--- config.mk ---
export PLATFORM = sky130hd
export DESIGN_NAME = stream_upsizer
export DESIGN_NICKNAME = d
export VERILOG_FILES = /design/src/rtl/stream_upsizer.sv
export SDC_FILE = /design/constraint.sdc
export NUM_CORES = 1
export LEC_CHECK = 0
export BUFFER_PORTS_ARGS = -buffer_cell sky130_fd_sc_hd__buf_2
export CAP_MARGIN = 20
export CORE_UTILIZATION = 60
export CTS_BUF_LIST = sky130_fd_sc_hd__clkbuf_16
export DETAILED_ROUTE_END_ITERATION = 16
export PLACE_DENSITY = 0.9
export SLEW_MARGIN = 20
export SYNTH_ARGS = -nofsm -noshare
export SYNTH_HDL_FRONTEND = slang
export SYNTH_SLANG_ARGS = --single-unit
--- constraint.sdc ---
create_clock -name i_clk -period 3 [get_ports i_clk]
set_input_delay 0 -clock i_clk [delete_from_list [all_inputs] [get_ports i_clk]]
set_output_delay 0 -clock i_clk [all_outputs]
set_load 0.02 [all_outputs]
--- src/rtl/stream_upsizer.sv ---
// -----------------------------------------------------------------------------
// stream_upsizer
//   Valid/ready stream width converter. Packs up to RATIO narrow beats of DW
//   bits into one RATIO*DW-bit word with a per-lane keep mask and a last flag.
//   A beat carrying i_last, or the beat filling lane RATIO-1, closes the word.
//   The closed word is presented on registered outputs one cycle later.
//
// Parameters
//   DW           input beat width in bits
//   RATIO        beats per output word (power of two, >= 2)
//   OPT_LOWPOWER 1: lanes that were never filled are driven to zero in o_data
//
// Ports
//   i_clk, i_reset_n        clock, synchronous active-low reset
//   i_valid/o_ready/i_data/i_last   narrow upstream stream
//   o_valid/i_ready/o_data/o_keep/o_last   wide downstream stream
//   o_word_cnt              consumed-word counter (only with UPSIZER_CNT_EN)
//
// Optional feature macro: UPSIZER_CNT_EN
// -----------------------------------------------------------------------------
module stream_upsizer #(
  parameter int DW           = 8,
  parameter int RATIO        = 4,
  parameter int OPT_LOWPOWER = 0
) (
  input  logic                i_clk,
  input  logic                i_reset_n,
  input  logic                i_valid,
  output logic                o_ready,
  input  logic [DW-1:0]       i_data,
  input  logic                i_last,
  output logic                o_valid,
  input  logic                i_ready,
  output logic [RATIO*DW-1:0] o_data,
  output logic [RATIO-1:0]    o_keep,
  output logic                o_last
`ifdef UPSIZER_CNT_EN
  ,
  output logic [31:0]         o_word_cnt
`endif
);

  localparam int LW = $clog2(RATIO);

  // Assembly state
  logic [RATIO*DW-1:0] asm_data_q, asm_data_d;
  logic [RATIO-1:0]    asm_keep_q, asm_keep_d;
  logic [LW-1:0]       lane_q, lane_d;

  // Output word registers
  logic [RATIO*DW-1:0] out_data_q, out_data_d;
  logic [RATIO-1:0]    out_keep_q, out_keep_d;
  logic                out_last_q, out_last_d;
  logic                out_valid_q, out_valid_d;

  logic                accept;
  logic                consume;
  logic                closing;
  logic [RATIO*DW-1:0] merged_data;

  // Ready whenever the output register is empty or being drained this cycle.
  assign o_ready = !(out_valid_q && !i_ready);
  assign accept  = i_valid && o_ready;
  assign consume = out_valid_q && i_ready;
  assign closing = (lane_q == LW'(RATIO - 1)) || i_last;

  // Assembly contents merged with the current beat, so a closing beat lands in
  // the output register on the same edge it is accepted.
  generate
    for (genvar gi = 0; gi < RATIO; gi++) begin : g_merge
      logic keep_lane;
      assign keep_lane = asm_keep_q[gi] || (OPT_LOWPOWER == 0);
      assign merged_data[gi*DW +: DW] =
        (lane_q == LW'(gi)) ? i_data :
        keep_lane           ? asm_data_q[gi*DW +: DW] : '0;
    end
  endgenerate

  always_comb begin
    asm_data_d  = asm_data_q;
    asm_keep_d  = asm_keep_q;
    lane_d      = lane_q;
    out_data_d  = out_data_q;
    out_keep_d  = out_keep_q;
    out_last_d  = out_last_q;
    out_valid_d = out_valid_q;

    if (consume) begin
      out_valid_d = 1'b0;
    end

    if (accept) begin
      if (closing) begin
        out_data_d  = merged_data;
        out_keep_d  = asm_keep_q | (RATIO'(1) << lane_q);
        out_last_d  = i_last;
        out_valid_d = 1'b1;
        lane_d      = '0;
        asm_keep_d  = '0;
      end else begin
        asm_data_d[lane_q*DW +: DW] = i_data;
        asm_keep_d[lane_q]          = 1'b1;
        lane_d                      = lane_q + LW'(1);
      end
    end
  end

  always_ff @(posedge i_clk) begin
    if (!i_reset_n) begin
      asm_data_q  <= '0;
      asm_keep_q  <= '0;
      lane_q      <= '0;
      out_data_q  <= '0;
      out_keep_q  <= '0;
      out_last_q  <= 1'b0;
      out_valid_q <= 1'b0;
    end else begin
      asm_data_q  <= asm_data_d;
      asm_keep_q  <= asm_keep_d;
      lane_q      <= lane_d;
      out_data_q  <= out_data_d;
      out_keep_q  <= out_keep_d;
      out_last_q  <= out_last_d;
      out_valid_q <= out_valid_d;
    end
  end

  assign o_valid = out_valid_q;
  assign o_data  = out_data_q;
  assign o_keep  = out_keep_q;
  assign o_last  = out_last_q;

`ifdef UPSIZER_CNT_EN
  logic [31:0] cnt_q, cnt_d;

  // Wraps naturally from all-ones to zero.
  always_comb begin
    cnt_d = cnt_q;
    if (consume) begin
      cnt_d = cnt_q + 32'd1;
    end
  end

  always_ff @(posedge i_clk) begin
    if (!i_reset_n) begin
      cnt_q <= '0;
    end else begin
      cnt_q <= cnt_d;
    end
  end

  assign o_word_cnt = cnt_q;
`endif

endmodule

==> run summary <==
The run finished with clean final reports. The final hold slack is 0.0177 ns. The initial utilization of the core area, before any placement, comes to 63.8%. The number of iterations in the first detailed-routing pass came out at 4. Compared with the post-synthesis result, the final layout area differs by 16.6%. The hold violation count in the final report came out at 0. The core outline area is 0.00568 mm2. The minimum setup slack in the final design came out at 0.527 ns. The number of setup buffers added after CTS is 0. The transition at the pin with the smallest max-transition slack is 0.806 ns. The timing-limited maximum frequency came out at 404 MHz.

The number of distinct library cell variants in the gate-level netlist after synthesis is 33. The stage delay of the slowest cell on the critical path is 0.80 ns. The global-route track usage on met1 came out at 32.9%. The remaining max-slew budget at the tightest pin is 46.1%.

The post-cts gate resize count came out at 0. The floorplan die height came out at 79.7 um. The max capacitance violation total is 0. For this block, the initial DRC count from the detailed router was 216. The horizontal extent of the die is 79.7 um.

TritonCTS built the clock tree. The die covers 0.00635 mm2. STA classifies the critical path startpoint as a flip-flop.

The final number of max-transition violations is 0. STA classifies the critical path endpoint as a flip-flop. Subtracting the final worst setup slack from the clock period gives 2.47 ns. The area occupied by multi-input gates came out at 0.00194 mm2.

The power per unit of standard cell area came out at 586 mW/mm2. The final weighted congestion in routability-driven placement came out at 0.871. The ratio of final minimum period to clock period is 82.4%.

The total negative setup slack came out at 0 ns. The peak supply drop came out at 0.000458 V. The number of setup violations in the final report is 0.

The cell area after layout came out at 0.00422 mm2. The source-to-sink clock delay at the later pin of the worst-skew pair is 0.33 ns. Walking the worst path, the cells encountered are inv_1, ha_1, nor4b_2, nand3_1, mux2i_1. The wire-length estimate of the detail-placed layout is 4980 um. The power after layout came out at 2470 uW.

The post-placement setup slack came out at 0.654 ns. The standby leakage power is 0.00197 uW. After clock tree synthesis, the clock-pin slew on the worst setup and hold paths is 0.06 ns. The number of warnings reported in the yosys synthesis log is 0. The number of antenna violations at the first check in global routing is 0. The remaining antenna violation count came out at 0. The buffer levels on the longest clock path is 2. The number of input and output port buffers inserted is 51.

After synthesis the netlist holds a flip-flop and latch count of 76. The count of H-tree levels built during CTS is 3. Global routing used 26.9% of the available tracks across all layers. Data on the critical path is required at its endpoint by 3.26 ns. The fraction of met2 tracks used by global routing came out at 44.6%. The layout cell share with drive strength beyond 1 came out at 26.2%. The number of antenna diodes in the final layout is 0. The root buffer cell is sky130_fd_sc_hd__clkbuf_16. The instance count of the mapped netlist came out at 388.

In this run the most used layer during global routing was met2. The number of buffers inserted during clock tree synthesis came out at 9. The number of hold buffers added after cts came out at 0. After detailed routing, the average wire length per cell comes to 15.7 um. The net count after synthesis is 409. The number of global-route vias before repair is 2,768. The library cell used most frequently in the layout, excluding fill and tap cells, is sky130_fd_sc_hd__nand2_1. The part of the Yosys area used for sequential elements came out at 42.0%. The aggregate routed wire length came out at 7890 um. In the layout the commonest cells are sky130_fd_sc_hd__nand2_1, sky130_fd_sc_hd__dfxtp_1, sky130_fd_sc_hd__mux2i_1.

During I/O placement, the number of pins put on the boundary was 52. The critical path in this run is classified as flip-flop to flip-flop. The register area is 0.00152 mm2. Setup repair after global routing left no endpoint under its margin. The synthesized cell area is 0.00362 mm2. The post-route clock skew is 0.00581 ns. The peak fanout along the critical path is 14. The overflow left after global routing is 0. Data on the critical path arrives at its endpoint at 2.74 ns.

The pin count of the biggest net entering global routing is 55. On the critical path, the stage with the largest delay is an instance of sky130_fd_sc_hd__nor4b_2. The number of nets in the layout is 448. The cell area reported after detailed placement came out at 0.00388 mm2. The count of unresolved DRC violations after routing came out at 0. The number of standard-cell rows in the floorplan came out at 27. The post-synthesis area per instance came out at 9.33 um2.

The worst hold path belongs to the class input pin to flip-flop. The number of sinks on the clock net came out at 76. The met3 demand-to-capacity share in global routing came out at 6.17%. The routed layout has 2,873 vias. The number of inserted filler cells in the final layout came out at 384. Using the TritonRoute via totals, the vias-per-cell ratio works out to 5.70. The first global-routing pass estimated 13,000 um of wire.
[worst paths after layout]
path | start | endpoint | slack (ns) | depth (start not counted)
max | lane_q[0] | asm_data_q[19] | 0.53 | 5
min | i_last | o_last | 0.02 | 2
max reg2reg | lane_q[0] | asm_data_q[19] | 0.53 | 5
min reg2reg | o_keep[3] | o_keep[3] | 0.45 | 2
[cells in the mapped netlist]
library cell,n,share of area [%]
sky130_fd_sc_hd__a21boi_0,2,0.41
sky130_fd_sc_hd__a21boi_1,1,0.21
sky130_fd_sc_hd__a21oi_1,1,0.14
sky130_fd_sc_hd__a31oi_1,4,0.69
sky130_fd_sc_hd__a41o_1,1,0.28
sky130_fd_sc_hd__and3_1,1,0.17
sky130_fd_sc_hd__and4_1,1,0.24
sky130_fd_sc_hd__and4bb_2,2,0.69
sky130_fd_sc_hd__buf_1,1,0.10
sky130_fd_sc_hd__buf_2,4,0.55
sky130_fd_sc_hd__buf_6,3,0.93
sky130_fd_sc_hd__clkbuf_1,22,2.3
sky130_fd_sc_hd__dfxtp_1,76,42
sky130_fd_sc_hd__ha_1,8,2.8
sky130_fd_sc_hd__inv_1,4,0.41
sky130_fd_sc_hd__inv_2,1,0.10
sky130_fd_sc_hd__mux2_2,32,10
sky130_fd_sc_hd__mux2i_1,67,19
sky130_fd_sc_hd__nand2_1,103,11
sky130_fd_sc_hd__nand2b_1,1,0.17
sky130_fd_sc_hd__nand3_1,30,4.1
sky130_fd_sc_hd__nand4_1,3,0.52
sky130_fd_sc_hd__nand4b_1,1,0.24
sky130_fd_sc_hd__nor2_1,4,0.41
sky130_fd_sc_hd__nor2b_1,1,0.17
sky130_fd_sc_hd__nor2b_2,1,0.24
sky130_fd_sc_hd__nor3b_1,1,0.21
sky130_fd_sc_hd__nor4b_2,2,0.83
sky130_fd_sc_hd__nor4bb_1,2,0.55
sky130_fd_sc_hd__o21ai_0,5,0.69
sky130_fd_sc_hd__o31ai_1,1,0.21
sky130_fd_sc_hd__o41ai_1,1,0.24
sky130_fd_sc_hd__or3_1,1,0.17
[per-stage QoR]
stage | std cells | utilization (%)
2_1_floorplan | 388 | -
3_3_place_gp | 488 | 68.4
3_5_place_dp | 488 | 68.4
4_1_cts | 504 | 74.4
5_1_grt | 504 | 74.4
6_report | 504 | 74.4
[metal layers]
layer  vias to the layer above  routed length (um)
met5                         -                   0
met4                         0                 161
met3                        17                 454
met2                        79                3840
met1                      1373                3430
li1                       1404                   -
[state kept, by name, indices dropped and copies added (netlist names)]
name,cells
o_data,32
o_keep,4
o_valid,1
lane_q,2
asm_keep_q,4
o_last,1
asm_data_q,32
[power by group]
group          leakage, uW  total [uW]  internal, uW  switching [uW]
Clock             0.000161        1230           809             417
Combinational      0.00120         208          77.1             131
Sequential        0.000615        1040          1030            11.4
Total              0.00197        2470          1920             559
[area by class of cell]
class	instances	area share, %
inverters	5	0.445
flip-flops and latches	76	36.0
multi-input cells	277	46.0
clock inverters	7	2.73
clock buffers	9	5.33
well taps	72	2.13
repair buffers	58	7.35
[critical path, delay by kind of cell, from the launching register on]
kind                     cells  cell delay [ns]
buffers and inverters        1             0.20
multiplexers                 1             0.17
flip-flops                   1             0.58
adder cells (fa/ha/maj)      1             0.48
AND/OR/NAND/NOR              2             0.98
[logic make-up after synthesis]
logic type / Yosys count / synth area share (%)
and+or+nand+nor: 154 / 19.5
muxes: 99 / 28.5
DFF: 76 / 42.0
buffers and inverters: 35 / 4.39
AOI/OAI and AO/OA: 16 / 2.87
adders and majority gates: 8 / 2.77
Note: power is estimated with default switching activity, not from simulation.
